<file path="src/rtl/i2s_tx_serializer.sv">
// I2S transmitter: one-entry sample buffer feeding a 64-bclk frame (two 32-bit slots, mono).
// Samples are sent MSB first with the standard one-bit delay. G_DWIDTH must be 1..31.
module i2s_tx_serializer #(
    parameter int unsigned G_DWIDTH   = 24,
    parameter int unsigned G_BCLK_DIV = 4
) (
    input  logic                clk,
    input  logic                reset,
    input  logic                enable,
    input  logic [G_DWIDTH-1:0] din,
    input  logic                din_valid,
    output logic                din_ready,
    output logic                bclk,
    output logic                lrclk,
    output logic                sdata,
    output logic                underflow,
    output logic [15:0]         underflow_count
);

    localparam int unsigned DIV_W  = 8;
    localparam int unsigned BIT_W  = 6;
    localparam int unsigned CNT_W  = 16;
    localparam int unsigned SLOT_W = 32;

    typedef enum logic {ST_IDLE, ST_RUN} state_t;

    state_t              state_q, state_d;
    logic [DIV_W-1:0]    div_cnt_q, div_cnt_d;
    logic [BIT_W-1:0]    bit_cnt_q, bit_cnt_d;
    logic                bclk_q, bclk_d;
    logic                lrclk_q, lrclk_d;
    logic                sdata_q, sdata_d;
    logic                din_ready_q, din_ready_d;
    logic                underflow_q, underflow_d;
    logic [CNT_W-1:0]    uf_cnt_q, uf_cnt_d;
    logic [G_DWIDTH-1:0] buf_q, buf_d;
    logic                buf_full_q, buf_full_d;
    logic [G_DWIDTH-1:0] shift_q, shift_d;

    logic                accept;
    logic                wrap;
    logic                fall;
    logic [SLOT_W-1:0]   slot_w;

    // Next-state logic: IDLE clears the datapath, RUN advances the bit clock and frame.
    always_comb begin
        state_d     = state_q;
        div_cnt_d   = div_cnt_q;
        bit_cnt_d   = bit_cnt_q;
        bclk_d      = bclk_q;
        lrclk_d     = lrclk_q;
        sdata_d     = sdata_q;
        din_ready_d = din_ready_q;
        underflow_d = 1'b0;
        uf_cnt_d    = uf_cnt_q;
        buf_d       = buf_q;
        buf_full_d  = buf_full_q;
        shift_d     = shift_q;
        accept      = 1'b0;
        wrap        = 1'b0;
        fall        = 1'b0;
        slot_w      = '0;

        if (!enable) begin
            state_d     = ST_IDLE;
            div_cnt_d   = '0;
            bit_cnt_d   = '0;
            bclk_d      = 1'b0;
            lrclk_d     = 1'b0;
            sdata_d     = 1'b0;
            din_ready_d = 1'b0;
            buf_d       = '0;
            buf_full_d  = 1'b0;
            shift_d     = '0;
        end else if (state_q == ST_IDLE) begin
            state_d     = ST_RUN;
            din_ready_d = 1'b1;
        end else begin
            accept    = din_valid && din_ready_q;
            wrap      = (div_cnt_q == DIV_W'(G_BCLK_DIV - 1));
            fall      = wrap && bclk_q;
            div_cnt_d = wrap ? '0 : div_cnt_q + 8'd1;
            if (wrap) begin
                bclk_d = ~bclk_q;
            end
            if (fall) begin
                bit_cnt_d = bit_cnt_q + 6'd1;
                // Frame boundary: a starved frame is decided before a same-cycle accept lands.
                if (bit_cnt_q == '1) begin
                    if (buf_full_q) begin
                        shift_d    = buf_q;
                        buf_full_d = 1'b0;
                    end else begin
                        shift_d     = '0;
                        underflow_d = 1'b1;
                        if (uf_cnt_q != '1) begin
                            uf_cnt_d = uf_cnt_q + 16'd1;
                        end
                    end
                end
                slot_w[SLOT_W-2 -: G_DWIDTH] = shift_d;
                lrclk_d = bit_cnt_d[BIT_W-1];
                sdata_d = slot_w[5'(SLOT_W - 1) - bit_cnt_d[4:0]];
            end
            if (accept) begin
                buf_d      = din;
                buf_full_d = 1'b1;
            end
            din_ready_d = !buf_full_d;
        end
    end

    always_ff @(posedge clk or negedge reset) begin
        if (!reset) begin
            state_q     <= ST_IDLE;
            div_cnt_q   <= '0;
            bit_cnt_q   <= '0;
            bclk_q      <= 1'b0;
            lrclk_q     <= 1'b0;
            sdata_q     <= 1'b0;
            din_ready_q <= 1'b0;
            underflow_q <= 1'b0;
            uf_cnt_q    <= '0;
            buf_q       <= '0;
            buf_full_q  <= 1'b0;
            shift_q     <= '0;
        end else begin
            state_q     <= state_d;
            div_cnt_q   <= div_cnt_d;
            bit_cnt_q   <= bit_cnt_d;
            bclk_q      <= bclk_d;
            lrclk_q     <= lrclk_d;
            sdata_q     <= sdata_d;
            din_ready_q <= din_ready_d;
            underflow_q <= underflow_d;
            uf_cnt_q    <= uf_cnt_d;
            buf_q       <= buf_d;
            buf_full_q  <= buf_full_d;
            shift_q     <= shift_d;
        end
    end

    assign din_ready       = din_ready_q;
    assign bclk            = bclk_q;
    assign lrclk           = lrclk_q;
    assign sdata           = sdata_q;
    assign underflow       = underflow_q;
    assign underflow_count = uf_cnt_q;

endmodule

</file>
<file path="config.mk">
export PLATFORM = sky130hd
export DESIGN_NAME = i2s_tx_serializer
export DESIGN_NICKNAME = d
export VERILOG_FILES = /design/src/rtl/i2s_tx_serializer.sv
export SDC_FILE = /design/constraint.sdc
export NUM_CORES = 1
export LEC_CHECK = 0
export CORE_ASPECT_RATIO = 1.2
export CORE_MARGIN = 4
export CORE_UTILIZATION = 26
export CTS_CLUSTER_SIZE = 8
export DETAILED_ROUTE_END_ITERATION = 12
export GPL_ROUTABILITY_DRIVEN = 0
export PLACE_DENSITY_LB_ADDON = 0.25
export SYNTH_ARGS = -nofsm -noshare
export SYNTH_HDL_FRONTEND = slang
export SYNTH_SLANG_ARGS = --single-unit
</file>
<file path="constraint.sdc">
create_clock -name clk -period 3.6 [get_ports clk]
set_clock_uncertainty 0.2 [all_clocks]
set_input_delay 0.72 -clock clk [delete_from_list [all_inputs] [get_ports clk]]
set_output_delay 0.72 -clock clk [all_outputs]
set_load 0.05 [all_outputs]
</file>
* After elaboration in Yosys (flattened, before gate mapping) *
Index checks and enable logic that the tools add are counted.
Widths: inputs -> output; s select.

storage, ports and cells
  input port bits = 28
  register bits after elaboration = 85
  output and inout port bits = 21

cells by class
  reductions and logical operators = 7
  bitwise logic cells = 2
  $lt $le $gt $ge = 1
  equality and inequality tests = 7
  muxes and demuxes = 43
  $add $sub $neg = 4

operators with widths
  kind                   number
  $mux 24                11
  $mux 1                 25
  $mux 8                 3
  $mux 6                 3
  $add 16x1->16 const B  1
  $ne 16x16->1 const B   1
  $add 8x1->8 const B    1
  $eq 8x2->1 const B     1
  $ne 2x1->1 const B     4
  $add 6x1->6 const B    1
  $eq 6x6->1 const B     1
  $lt 5x6->1 const B     1
  $reduce_and 2->1       3
  $reduce_and 6->1       1
  $bmux 1 s5             1
  $sub 5x5->5 const A    1
  $logic_and 1x1->1      2
  $not 1->1              2
  $logic_not 1->1        1

* Depth between registers and ports, before layout *
  word-level depth = 10
  gate-level depth with buffers = 10

* Worst setup path after synthesis *
Ideal clock, no wire load.

  kind = flip-flop to flip-flop
  start point = register bit_cnt_q[5]
  end point = register sdata_q (netlist: sdata)
  period minus slack after synthesis = 2.327 ns
  setup slack = 1.273 ns
  stages on the path, launching flop included = 9
  arrival = 2.032 ns
  setup time = 0.096 ns
  data required time = 3.304 ns
  cells stage by stage = dfrtp_1 > and2_1 > buf_2 > nand2_4 > buf_6 > o2111ai_2 > o221ai_1 > o41a_1 > a311oi_2

on the way
  longest elaborated chain between the ends = 10

RTL lines
  what                          RTL line  RTL
  start: declaration            29        logic [BIT_W-1:0] bit_cnt_q, bit_cnt_d;
  start signal: assignment      130       bit_cnt_q <= bit_cnt_d;
  $eq 6x6->1                    89        if (bit_cnt_q == '1) begin
  $mux 24                       89
  $mux 24                       86        if (fall) begin
  $mux 24                       75        end else if (state_q == ST_IDLE) begin
  $mux 24                       64        if (!enable) begin
  $bmux 1 s5                    103       sdata_d = slot_w[5'(SLOT_W - 1) - bit_cnt_d[4:0]];
  $mux 1 (not written as such)  103
  $mux 1                        86
  $mux 1                        75
  $mux 1                        64
  end signal: assignment        133       sdata_q <= sdata_d;
  end: declaration              32        logic sdata_q, sdata_d;

No other way between the ends. The select of a mux whose other input is x is not followed.
A chain may end at the register's enable or synchronous reset.

* Worst setup path in the final report *
  start point = register bit_cnt_q[1]
  end point = register sdata_q (netlist: sdata)

on the way
  longest elaborated chain between the ends = 10
  elaborated cells on any way between the ends = 12
  those cells by class = add/sub: 2; eq/ne: 1; mux: 9

RTL lines
  what                                                                 RTL line
  parallel branches: the longest is 5 deep, another holds $add 6x1->6  --
  $bmux 1 s5 (*)                                                       103
  $mux 1 (not written as such) (*)                                     103
  $mux 1 (*)                                                           86
  $mux 1 (*)                                                           75
  $mux 1 (*)                                                           64

Every way passes the cells marked *. The select of a mux whose other input is x is not followed.

==> flow_summary.json <==
{
  "setup_tns_ns": 0,
  "status": "completed",
  "grt_use_met1_pct": 16.1,
  "min_period_over_period_pct": 79.4,
  "drtIter0Drc": 233,
  "ant_nets": 0,
  "insertion_delay_ns": 0.35,
  "avgSynthCellArea_um2": 9.12,
  "worst_slew_pin_slew_ns": 0.981,
  "ys_ff_latch": 84,
  "fp.dieW_um": 125,
  "async_flop_share_pct": 100,
  "yosys_most_used_dff": "dfrtp_1",
  "use_met3_pct": 2.80,
  "slowest_stage": "ha_1",
  "vias": 3475,
  "num-fill-cells": 1732,
  "syn_nets": 500,
  "wl_per_cell_um": 14.6,
  "remaining_drc_errors": 0,
  "r2r_slack_ns": 0.74,
  "relSlewSlack_pct": 34.6,
  "r2r_cells": 7,
  "synth.top_cell.area_share_pct": 49.2,
  "cts_setup_buffers": 0,
  "syn-cell-area_um2": 4280,
  "drt_pass1_iterations": 4,
  "ctsHoldBuffers": 0,
  "area_delta_synth_final_pct": 22.3,
  "max_freq_ghz": 0.350,
  "grt_pass1_vias": 3613,
  "crit_start": "bit_cnt_q[1]",
  "die_area_um2": 18600,
  "core_um2": 16200,
  "vias_per_cell": 4.81,
  "top_usage_layer": "met2",
  "ys_types": 51,
  "portBuffers": 48,
  "root_buffer": "clkbuf_16",
  "endpoint": "sdata",
  "holdWs_ns": 0.151,
  "htree_levels": 3,
  "cts_resized": 0,
  "crit_chain": "ha_1, mux4_2, nand4_1, a211oi_1, a2111oi_0, o41a_1, a311oi_2",
  "ys_seq_area_share_pct": 49.2,
  "overflow": 0,
  "setup_viol": 0,
  "timing_worst_setup_path_type": "reg -> reg",
  "clk_pin_slew_worst_paths_ns": 0.06,
  "cp_slowest_stage_delay_ns": 0.59,
  "dp_hpwl_mm": 7.29,
  "synth.most_common_cell": "nand2_1",
  "grt_use_total_pct": 12.2,
  "end_kind": "flop",
  "critical_path_required_ns": 3.61,
  "hold_viol_final": 0,
  "synthTopCellsByCount": "nand2_1, dfrtp_1, a21oi_1",
  "cap_violations": 0,
  "synth-edff-count": 0,
  "ios": 49,
  "crit_cells": 7,
  "start_util_pct": 26.4,
  "numCtsBuffers": 9,
  "min_period_ns": 2.86,
  "yosysTopAreaCell": "dfrtp_1",
  "rows": 51,
  "totalWireLength_mm": 10.6,
  "cp_max_fo": 13,
  "cp_num_buf_inv": 0,
  "crit_arrival_ns": 2.87,
  "startpoint_type": "flop",
  "syn_inst": 469,
  "antenna_found_initial": 0,
  "power.density_nw_per_um2": 381,
  "synth_area_leaders": "dfrtp_1, nand2_1, a21oi_1",
  "fin_nets": 537,
  "p_leak_nw": 2.14,
  "die_h_um": 148,
  "drive_above_1_share_pct": 8.02,
  "slew_violations": 0,
  "p_total_w": 0.00199,
  "gr-usage-met2_pct": 19.2,
  "crit_family": "compound AO/OA/AOI/OAI gates",
  "seq_area_um2": 2100,
  "yosys_warnings": 0,
  "rsz0062_at_grt": "false",
  "hp-class": "in -> async",
  "r2r_end": "sdata",
  "reg2reg_from": "bit_cnt_q[1]",
  "cts_tree": "yes",
  "grt_max_degree": 39,
  "cts.sinks": 84,
  "multi_input_area_um2": 1990,
  "clockBufferDepth": 2,
  "peakVddDrop_mv": 0.260,
  "n_antenna_cell": 0,
  "grt_pass1_wl_mm": 18.4
}
==> worst min-delay path by stage <==
stage	startpoint	to	slack, ns	cells past startpoint
2_1_floorplan	reset	bclk	0.22	0
5_1_grt	reset	underflow_count[11]	0.19	1
4_1_cts	reset	underflow_count[4]	0.16	1
6_report	reset	bit_cnt_q[2]	0.15	1
3_5_place_dp	underflow_count[9]	underflow_count[9]	0.28	1
3_3_place_gp	underflow_count[13]	underflow_count[13]	0.27	1
==> routing by layer <==
| layer | routed length [um] | vias up |
|---|---|---|
| li1 | - | 1692 |
| met1 | 5050 | 1681 |
| met2 | 4780 | 88 |
| met3 | 505 | 14 |
| met4 | 222 | 0 |
| met5 | 0 | - |
==> layout by cell type (no fill, tap or decap), types with 7 or more instances in the layout <==
cell and count:
a21oi_1 59, clkbuf_16 9, and3_1 13, o21ai_0 13, and2_1 7, nand4_1 10, dfrtp_1 84, inv_1 8
nor2_1 45, nand2_1 86, nand3_1 24, buf_4 10, clkdlybuf4s50_1 47, xnor2_1 12, xor2_1 16
==> worst register-to-register path: stages (launching register included) <==
cell and delay [ns]:
dfrtp_1 0.42, ha_1 0.59, mux4_2 0.57, nand4_1 0.10, a211oi_1 0.09, a2111oi_0 0.44, o41a_1 0.26, a311oi_2 0.05
==> through the flow <==
stage	worst slack, ns	cells	area (um2)	util [%]
final	0.742	723	5230	32.3
after global routing	0.579	723	5230	32.3
after CTS	0.738	723	5230	32.3
after detailed placement	0.761	707	4930	30.4
after global placement	0.755	707	4930	30.4
after floorplan	1.27	469	4280	-
==> kinds of logic (layout without fill, tap and decap cells) <==
family                   after synthesis  in the layout  synth area share [%]
XOR/XNOR                              28             28                  5.74
buffers and inverters                 40             82                  4.33
AND/OR/NAND/NOR                      206            206                  23.0
adder cells (fa/ha/maj)                3              3                 0.878
multiplexers                          11             11                  3.28
AO/OA/AOI/OAI                         97             97                  13.6
flip-flops                            84             84                  49.2
==> registers in the layout (all words and copies together), names as in the netlist <==
register         cells
sdata                1
underflow_count     16
div_cnt_q            8
bclk                 1
din_ready            1
state_q              1
underflow            1
shift_q             24
buf_q               24
buf_full_q           1
bit_cnt_q            6
==> report_power, final <==
part | switching, W | internal [W] | leakage [nW]
combinational | 0.0000613 | 0.0000431 | 0.842
sequential | 0.0000135 | 0.000956 | 1.16
clock | 0.000386 | 0.000533 | 0.137
total | 0.000461 | 0.00153 | 2.14
==> layout make-up <==
type	instances	area share [%]
Clock buffer	9	4.31
Clock inverter	7	1.29
Inverter	9	0.646
Multi-Input combinational cell	345	38.0
Sequential cell	84	40.2
Tap cell	212	5.07
Timing Repair Buffer	57	10.4
No activity file was read; power rests on OpenSTA's default activity.
